==> config.mk <==
export PLATFORM = sky130hd
export DESIGN_NAME = mc_payoff_accum
export DESIGN_NICKNAME = d
export VERILOG_FILES = /design/src/rtl/mc_payoff_accum_pkg.sv /design/src/rtl/mc_payoff_accum_seq_restoring_div.sv /design/src/rtl/mc_payoff_accum.sv
export SDC_FILE = /design/constraint.sdc
export NUM_CORES = 1
export LEC_CHECK = 0
export ABC_AREA = 1
export CORE_ASPECT_RATIO = 0.7
export CORE_MARGIN = 5
export CORE_UTILIZATION = 45
export DETAILED_ROUTE_END_ITERATION = 10
export HOLD_SLACK_MARGIN = 0.08
export PLACE_DENSITY = 0.73
export SYNTH_ARGS = -nofsm -noshare
export SYNTH_HDL_FRONTEND = slang
export SYNTH_SLANG_ARGS = --single-unit
==> constraint.sdc <==
create_clock -name clk -period 5.2 [get_ports clk]
set_input_delay 1.04 -clock clk [delete_from_list [all_inputs] [get_ports clk]]
set_output_delay 1.04 -clock clk [all_outputs]
set_load 0.05 [all_outputs]
==> src/rtl/mc_payoff_accum_pkg.sv <==
// Shared constants and state encoding for the Monte Carlo payoff accumulator.
package mc_payoff_accum_pkg;

    // Default datapath width: unsigned Q16.16 prices, strike and result.
    localparam int unsigned DATA_W_DEFAULT  = 32;
    localparam int unsigned FRAC_W          = 16;

    // Run length shared with the simulation controller.
    localparam int unsigned N_PATHS_DEFAULT = 100000;

    typedef enum logic [1:0] {
        StIdle   = 2'd0,
        StAccum  = 2'd1,
        StDivide = 2'd2,
        StDone   = 2'd3
    } state_e;

endpackage

==> src/rtl/mc_payoff_accum_seq_restoring_div.sv <==
// Sequential restoring divider: one quotient bit per cycle, DVD_W cycles per divide.
// done pulses for one cycle once the quotient is complete; quotient then holds.
module seq_restoring_div #(
    parameter int unsigned DVD_W = 56,
    parameter int unsigned DVS_W = 17
) (
    input  logic             clk,
    input  logic             rst,
    input  logic             abort,
    input  logic             start,
    input  logic [DVD_W-1:0] dividend,
    input  logic [DVS_W-1:0] divisor,
    output logic             done,
    output logic [DVD_W-1:0] quotient
);

    localparam int unsigned CntW = $clog2(DVD_W + 1);

    // quo_q starts as the dividend; its MSB is shifted out into the partial
    // remainder while quotient bits are shifted in at the LSB.
    logic [DVD_W-1:0] quo_q, quo_d;
    logic [DVS_W-1:0] rem_q, rem_d;
    logic [DVS_W-1:0] dvs_q, dvs_d;
    logic [CntW-1:0]  cnt_q, cnt_d;
    logic             busy_q, busy_d;
    logic             done_q, done_d;

    logic [DVS_W:0]   shifted;
    logic [DVS_W:0]   diff;
    logic             ge;

    // Trial subtraction and next-state for the divider registers.
    always_comb begin
        shifted = {rem_q, quo_q[DVD_W-1]};
        diff    = shifted - {1'b0, dvs_q};
        ge      = (shifted >= {1'b0, dvs_q});

        quo_d  = quo_q;
        rem_d  = rem_q;
        dvs_d  = dvs_q;
        cnt_d  = cnt_q;
        busy_d = busy_q;
        done_d = 1'b0;

        if (abort) begin
            quo_d  = '0;
            rem_d  = '0;
            dvs_d  = '0;
            cnt_d  = '0;
            busy_d = 1'b0;
        end else if (start) begin
            quo_d  = dividend;
            rem_d  = '0;
            dvs_d  = divisor;
            cnt_d  = CntW'(DVD_W);
            busy_d = 1'b1;
        end else if (busy_q) begin
            quo_d = {quo_q[DVD_W-2:0], ge};
            rem_d = ge ? diff[DVS_W-1:0] : shifted[DVS_W-1:0];
            cnt_d = cnt_q - 1'b1;
            if (cnt_q == CntW'(1)) begin
                busy_d = 1'b0;
                done_d = 1'b1;
            end
        end
    end

    // Divider state registers.
    always_ff @(posedge clk) begin
        if (rst) begin
            quo_q  <= '0;
            rem_q  <= '0;
            dvs_q  <= '0;
            cnt_q  <= '0;
            busy_q <= 1'b0;
            done_q <= 1'b0;
        end else begin
            quo_q  <= quo_d;
            rem_q  <= rem_d;
            dvs_q  <= dvs_d;
            cnt_q  <= cnt_d;
            busy_q <= busy_d;
            done_q <= done_d;
        end
    end

    assign done     = done_q;
    assign quotient = quo_q;

endmodule

==> src/rtl/mc_payoff_accum.sv <==
// European call/put payoff accumulator: sums per-path payoffs against a latched
// strike, then divides by the accepted path count to give the mean payoff.
module mc_payoff_accum
    import mc_payoff_accum_pkg::*;
#(
    parameter int unsigned DATA_W  = DATA_W_DEFAULT,
    parameter int unsigned ACC_W   = 56,
    parameter int unsigned CNT_W   = 17,
    parameter int unsigned N_PATHS = N_PATHS_DEFAULT
) (
    input  logic              clk,
    input  logic              rst,
    input  logic              start,
    input  logic [DATA_W-1:0] strike,
    input  logic              is_put,
    input  logic              engine_done,
    input  logic              s_valid,
    input  logic [DATA_W-1:0] s_price,
    output logic              s_ready,
    output logic [DATA_W-1:0] result,
    output logic              result_valid,
    output logic              busy,
    output logic              overflow,
    output logic [CNT_W-1:0]  path_count
);

    localparam logic [CNT_W-1:0] NPathsCnt = CNT_W'(N_PATHS);
    localparam logic [ACC_W-1:0] AccMax    = '1;

    state_e            state_q, state_d;
    logic [DATA_W-1:0] strike_q, strike_d;
    logic              is_put_q, is_put_d;
    logic [ACC_W-1:0]  acc_q, acc_d;
    logic [CNT_W-1:0]  count_q, count_d;
    logic              ovf_q, ovf_d;
    logic [DATA_W-1:0] result_q, result_d;
    logic              rvalid_q, rvalid_d;

    logic [DATA_W-1:0] payoff;
    logic [ACC_W:0]    payoff_ext;
    logic [ACC_W:0]    acc_sum;
    logic [CNT_W-1:0]  count_inc;
    logic              xfer;

    logic              div_start;
    logic              div_done;
    logic [ACC_W-1:0]  div_quo;

    // Payoff against the latched strike; never negative.
    always_comb begin
        payoff = '0;
        if (is_put_q) begin
            if (strike_q > s_price) begin
                payoff = strike_q - s_price;
            end
        end else begin
            if (s_price > strike_q) begin
                payoff = s_price - strike_q;
            end
        end
    end

    assign payoff_ext = {{(ACC_W + 1 - DATA_W){1'b0}}, payoff};
    assign acc_sum    = {1'b0, acc_q} + payoff_ext;
    assign count_inc  = count_q + 1'b1;
    assign xfer       = s_valid && (state_q == StAccum);

    // Run control: accumulate, hand off to the divider, publish the result.
    always_comb begin
        state_d   = state_q;
        strike_d  = strike_q;
        is_put_d  = is_put_q;
        acc_d     = acc_q;
        count_d   = count_q;
        ovf_d     = ovf_q;
        result_d  = result_q;
        rvalid_d  = rvalid_q;
        div_start = 1'b0;

        case (state_q)
            StAccum: begin
                if (xfer) begin
                    count_d = count_inc;
                    if (acc_sum[ACC_W]) begin
                        acc_d = AccMax;
                        ovf_d = 1'b1;
                    end else begin
                        acc_d = acc_sum[ACC_W-1:0];
                    end
                end
                // A sample in the exit cycle is already folded into acc_d/count_d.
                if (engine_done || (xfer && (count_inc == NPathsCnt))) begin
                    if (count_d == '0) begin
                        state_d  = StDone;
                        result_d = '0;
                        rvalid_d = 1'b1;
                    end else begin
                        state_d   = StDivide;
                        div_start = 1'b1;
                    end
                end
            end
            StDivide: begin
                if (div_done) begin
                    state_d  = StDone;
                    rvalid_d = 1'b1;
                    if (|div_quo[ACC_W-1:DATA_W]) begin
                        result_d = '1;
                        ovf_d    = 1'b1;
                    end else begin
                        result_d = div_quo[DATA_W-1:0];
                    end
                end
            end
            default: ;
        endcase

        // start wins from any state and discards whatever was in flight.
        if (start) begin
            state_d   = StAccum;
            strike_d  = strike;
            is_put_d  = is_put;
            acc_d     = '0;
            count_d   = '0;
            ovf_d     = 1'b0;
            result_d  = '0;
            rvalid_d  = 1'b0;
            div_start = 1'b0;
        end
    end

    // Controller state registers.
    always_ff @(posedge clk) begin
        if (rst) begin
            state_q  <= StIdle;
            strike_q <= '0;
            is_put_q <= 1'b0;
            acc_q    <= '0;
            count_q  <= '0;
            ovf_q    <= 1'b0;
            result_q <= '0;
            rvalid_q <= 1'b0;
        end else begin
            state_q  <= state_d;
            strike_q <= strike_d;
            is_put_q <= is_put_d;
            acc_q    <= acc_d;
            count_q  <= count_d;
            ovf_q    <= ovf_d;
            result_q <= result_d;
            rvalid_q <= rvalid_d;
        end
    end

    // Divider loads the final sum and count on the exit edge itself.
    seq_restoring_div #(
        .DVD_W (ACC_W),
        .DVS_W (CNT_W)
    ) u_div (
        .clk      (clk),
        .rst      (rst),
        .abort    (start),
        .start    (div_start),
        .dividend (acc_d),
        .divisor  (count_d),
        .done     (div_done),
        .quotient (div_quo)
    );

    assign s_ready      = (state_q == StAccum);
    assign busy         = (state_q == StAccum) || (state_q == StDivide);
    assign result       = result_q;
    assign result_valid = rvalid_q;
    assign overflow     = ovf_q;
    assign path_count   = count_q;

endmodule

# Yosys cells after proc, flatten, opt, wreduce, memory -nomap -nowiden
# Index checks and enable logic that the tools add are counted.
# op_classes
addsub	6
n_lt_le_gt_ge	3
eq_ne	12
n_mux	43
bitwise_logic	1
n_reduce_logical	16
# op_table
operator	n
$mux W56	6
$mux W32	7
$mux W17	5
$gt A32 B32 Y1	2
$pmux W32 S2	1
$sub A32 B32 Y32	2
$add A56 B32 Y57	1
$reduce_or A24 Y1	1
$ge A18 B17 Y1	1
$add A17 B1 Y17 const B	1
$eq A17 B17 Y1 const B	1
$logic_not A17 Y1	1
$mux W1	17
$sub A17 B17 Y17	1
$mux W6	2
$ne A2 B1 Y1 const B	5
$eq A6 B1 Y1 const B	1
$ne A3 B2 Y1 const B	2
$reduce_and A3 Y1	2
$sub A6 B1 Y6 const B	1
$reduce_and A5 Y1	1
$mux W2	2
$pmux W1 S2	2
$pmux W2 S2	1
12 further kinds	15
# word_totals
reg_bits	240
input_bits	70
out_inout_bits	53
elab_cells	97

# Depth between registers and ports, before layout
# logic_depth
depth_word	10
depth_mapped	38
depth_no_buf	37

# Modules after synthesis
# From an unflattened synthesis, not the netlist that was laid out.
# unflattened
hier_cells	3159
area_unflattened_um2	19356.1
# by_module_without_submodules
mod	instances	cells_each	area_each_um2	seq_area_each_um2
mc_payoff_accum	1	2317	13709.4	2842.7
seq_restoring_div	1	842	5646.7	1961.9

# Worst setup path before layout
# No wires, ideal clock.
# synth_timing
path_type	input to register
from	input port s_price[6]
to	register u_div.quo_q[10] (netlist: u_div.quotient[10])
setup_time_ps	64
arrival_time_ps	5091
t_required_ps	5136
setup_slack_ps	45
stages	34
path_buffers	3
path_cell_list	inv_1 ha_1 clkbuf_1 nand2_1 o21ai_0 a21o_1 nand2_1 nand2_1 a21oi_1 inv_1 nand2_1 a21boi_1 nand2_1 clkbuf_1 a21oi_1 ha_1 inv_1 fa_1 inv_1 nand2_1 nand2_1 nand3_1 nand2_1 nand2_1 nand3_1 nand2_1 nand2_1 nand2_1 nand2_1 clkbuf_1 o21ai_0 nor2_1 nor2_1 nor2_1
# synth_between
elab_chain_cells	9
elab_cells_between_ends	13
classes_between	3 x add/sub; 2 x order compare; 8 x mux
# synth_lines
item	line_no	text
start, declared	mc_payoff_accum.sv:18	input logic [DATA_W-1:0] s_price,
$sub A32 B32 Y32, or another cell as far along	mc_payoff_accum.sv:58	payoff = s_price - strike_q;
$mux W32, on equally long branches	mc_payoff_accum.sv:57, mc_payoff_accum.sv:53	
$mux W32 *	mc_payoff_accum.sv:52	if (is_put_q) begin
$add A56 B32 Y57 *	mc_payoff_accum.sv:64	assign acc_sum = {1'b0, acc_q} + payoff_ext;
$mux W56 *	mc_payoff_accum.sv:84	if (acc_sum[ACC_W]) begin
$mux W56 *	mc_payoff_accum.sv:82	if (xfer) begin
$mux W56 *	mc_payoff_accum.sv:80	case (state_q)
$mux W56 *	mc_payoff_accum.sv:119	if (start) begin
$mux W56 *	mc_payoff_accum_seq_restoring_div.sv:51	end else if (start) begin
end signal, assigned	mc_payoff_accum_seq_restoring_div.sv:78	quo_q <= quo_d;
end, declared	mc_payoff_accum_seq_restoring_div.sv:21	logic [DVD_W-1:0] quo_q, quo_d;
# Mark *: on every way between the ends. The rest lies on a longest branch, timed or not.
# A chain may end at the register's enable or synchronous reset.

# Final worst setup path
# layout_timing
from	input port s_price[1]
to	register u_div.quo_q[26] (netlist: u_div.quotient[26])
# Same word-level chain as after synthesis.

==> results.txt <==
Cell-internal power: 4.10 mW
Final min period: 5.07 ns
Run status: finished, final reports clean
Routed Antenna Nets: 0
Lkg Pwr: 12.1 nW
Min-delay worst type: flip-flop to flip-flop
Core Box Area: 42000 um^2
Syn_area_per_cell: 6.02 um^2
DR WL met3: 6580 um
Max-cap violations: 0
Max frequency: 197 MHz
Die X: 256 um
Final period util: 97.6%
Synth Warn #: 0
CTS tree: done
Crit path launch type: input pin
Clock share of power: 28.6%
Critical-path top delay cell: clkdlybuf4s50_1
Clock transition at path regs: 0.07 ns
Ys flop type: dfxtp_1
Worst path max stage delay: 0.44 ns
CP Class: input pin to flip-flop
WL/cell: 15.9 um
N_diodes: 0
Fraction of synthesized area in multiplexers: 0%
DR DRC count: 0
Clock Skews: 0.0146 ns
Antenna violations before repair: 0
Compound-Gate Fraction of Synth Area: 16.7%
Setup WS post-layout: 0.125 ns
Netlist area before placement: 19000 um^2
Hold_ws: 0.468 ns
H-Tree Depth: 1
Synth Area in XOR/XNOR: 4.75%
Register area share after synthesis: 25.3%
Switching share of power: 38.0%
RSZ-0062 raised after global routing: yes
Commonest non-fill, non-tap cell in the layout: nand2_1
Ratio of cells with drive above 1 in the final layout: 18.6%
Area growth, synth to finish: 33.1%
Global placer's final weighted congestion: 1.06
Die Footprint: 46500 um^2
Pwr/cell area: 262 nW/um^2
Cell Rows: 63
Setup Slack @ Placement: -0.675 ns
Worst vdd ir: 0.000218 V
TritonRoute pass-1 iters: 6
Final nets: 3786
Critical path data required time: 5.65 ns
Total global routing overflow: 0
Flops & latches, synth: 240
Syn Inst Count: 3154
Largest net degree at the start of global routing: 98
Area share of and/or/nand/nor cells after synthesis: 33.9%
I/O Buffers: 122
Final Hold Viols: 0
# IOs: 123
Die height: 182 um
Detailed Route WL: 66000 um
Detailed placement HPWL: 50400 um
Worst slew pin tran: 1.01 ns
Post-Synth Adder-Cell Area: 8.39%
Clk buf depth: 3
Met2 wire len: 26800 um
Synthesized Nets: 3349
Cell mode on critical path: nand2_1
Combinational group share of total power: 40.7%
CP Max Fanout: 12
Util after Layout: 60.1%
WP data arrival: 5.53 ns
Num CTS Buffers: 26
Post-synth EDFFs: 0
# clock sinks: 240
Post-route setup TNS: 0 ns
Total Routing Usage GR: 26.4%
Vias: 21.8k
Power Total: 6.61 mW
Commonest non-fill, non-tap cells in the layout: nand2_1 (659), nor2_1 (535), inv_1 (397)
CP Capture Type: flip-flop
First-pass GRT wire length: 102000 um
Initial DRC count: 2244
Setup-failing EPs final: 0
Main combinational cell family by area after synthesis: simple AND/OR/NAND/NOR gates
Synth cell types: 49
Top Layer Used: met4
Count of pins over their slew limit: 0
Relative slew slack: 32.7%
Root Buffer: clkbuf_16
Initial Util: 45.2%
Sequential power share: 30.6%
Met1 Routed Length: 31700 um
Net Sw Power: 2.51 mW
Worst-Skew Late Latency: 0.56 ns
Vias in the first global route: 19.4k
Vias per inst: 5.23
Ys async rst share: 0%
==> flip-flops by register name (all words and copies together) (netlist names) <==
name,cells
acc_q,56
is_put_q,1
overflow,1
path_count,17
result,32
result_valid,1
state_q,2
strike_q,32
u_div.busy_q,1
u_div.cnt_q,6
u_div.done,1
u_div.dvs_q,17
u_div.quotient,56
u_div.rem_q,17
==> power groups by stage <==
stage	Combinational (mW)	Sequential, mW	Clock [mW]
2_1_floorplan	1.39	2.16	0
3_3_place_gp	2.46	2.06	0
3_5_place_dp	2.47	2.06	0
4_1_cts	2.48	2.02	1.92
5_1_grt	2.93	2.04	2.01
6_report	2.69	2.03	1.89
==> Yosys cell counts, types with 5 or more instances <==
cell type  instances  area share (%)
a21o_1            15            0.59
a21oi_1          225             5.9
buf_1              8            0.16
buf_2             16            0.42
buf_4              8            0.32
clkbuf_1          86             1.7
dfxtp_1          240              25
ha_1             121             8.0
inv_1            403             8.0
inv_2              5           0.099
nand2_1          700              14
nand2_2            6            0.20
nand3_1          158             4.2
nand3b_1          10            0.40
nand4_1           32             1.1
nor2_1           586              12
nor3_1            41             1.1
nor4_1            10            0.33
o2111ai_1          5            0.23
o211ai_1          10            0.40
o21a_1             8            0.32
o21ai_0          237             6.2
o21ai_1           11            0.29
o21ai_2           11            0.51
o21bai_1          14            0.55
o22ai_1           34             1.1
or2_2              5            0.16
xnor2_1           31             1.4
xor2_1            72             3.3
==> worst max-delay path: cells and delay by family <==
family	cells	cell delay, ns
and+or+nand+nor	18	1.87
adders and majority gates	2	0.76
buffers and inverters	4	0.95
AOI/OAI and AO/OA	5	0.89
==> metal layers <==
metal | global-route usage [%] | vias to the layer above
met4 | 4.06 | 0
li1 | - | 11000
met5 | 0 | -
met1 | 40.4 | 9886
met2 | 38.5 | 826
met3 | 5.77 | 70
==> logic make-up (layout without fill, tap and decap cells) <==
logic type / count (synthesis) / in the layout
AOI/OAI and AO/OA: 583 / 583
xor gates and xnor gates: 103 / 103
adders and majority gates: 125 / 125
buffers and inverters: 534 / 989
DFF: 240 / 240
and+or+nand+nor: 1569 / 1569
==> through the flow <==
step           cells  cell area (um^2)
5_1_grt         4161             25300
3_5_place_dp    4098             23400
2_1_floorplan   3154             19000
6_report        4161             25300
3_3_place_gp    4098             23400
4_1_cts         4144             24200
==> final timing paths <==
check	endpoint	cells after the start	from	slack [ns]
worst max-delay path	u_div.quotient[26]	29	s_price[1]	0.13
worst min-delay path	result_valid	2	result_valid	0.47
worst max register to register	u_div.quotient[26]	31	strike_q[0]	0.68
worst min register to register	result_valid	2	result_valid	0.47
==> final cells by class <==
type | instances | area, um^2
Multi-Input combinational cell | 2380 | 12900
Clock buffer | 34 | 752
Timing Repair Buffer | 531 | 4470
Inverter | 412 | 1550
Fill cell | 3947 | 16700
Clock inverter | 12 | 109
Tap cell | 552 | 691
Sequential cell | 240 | 4800
==> timing repair <==
item                       in CTS  in global routing
setup buffers                   0                 10
setup endpoints to repair      35                113
gates cloned                    0                  7
hold buffers                    0                  0
pin swaps                       0                 34
resized for setup               6                241
Power figures use the tool's default switching activity.
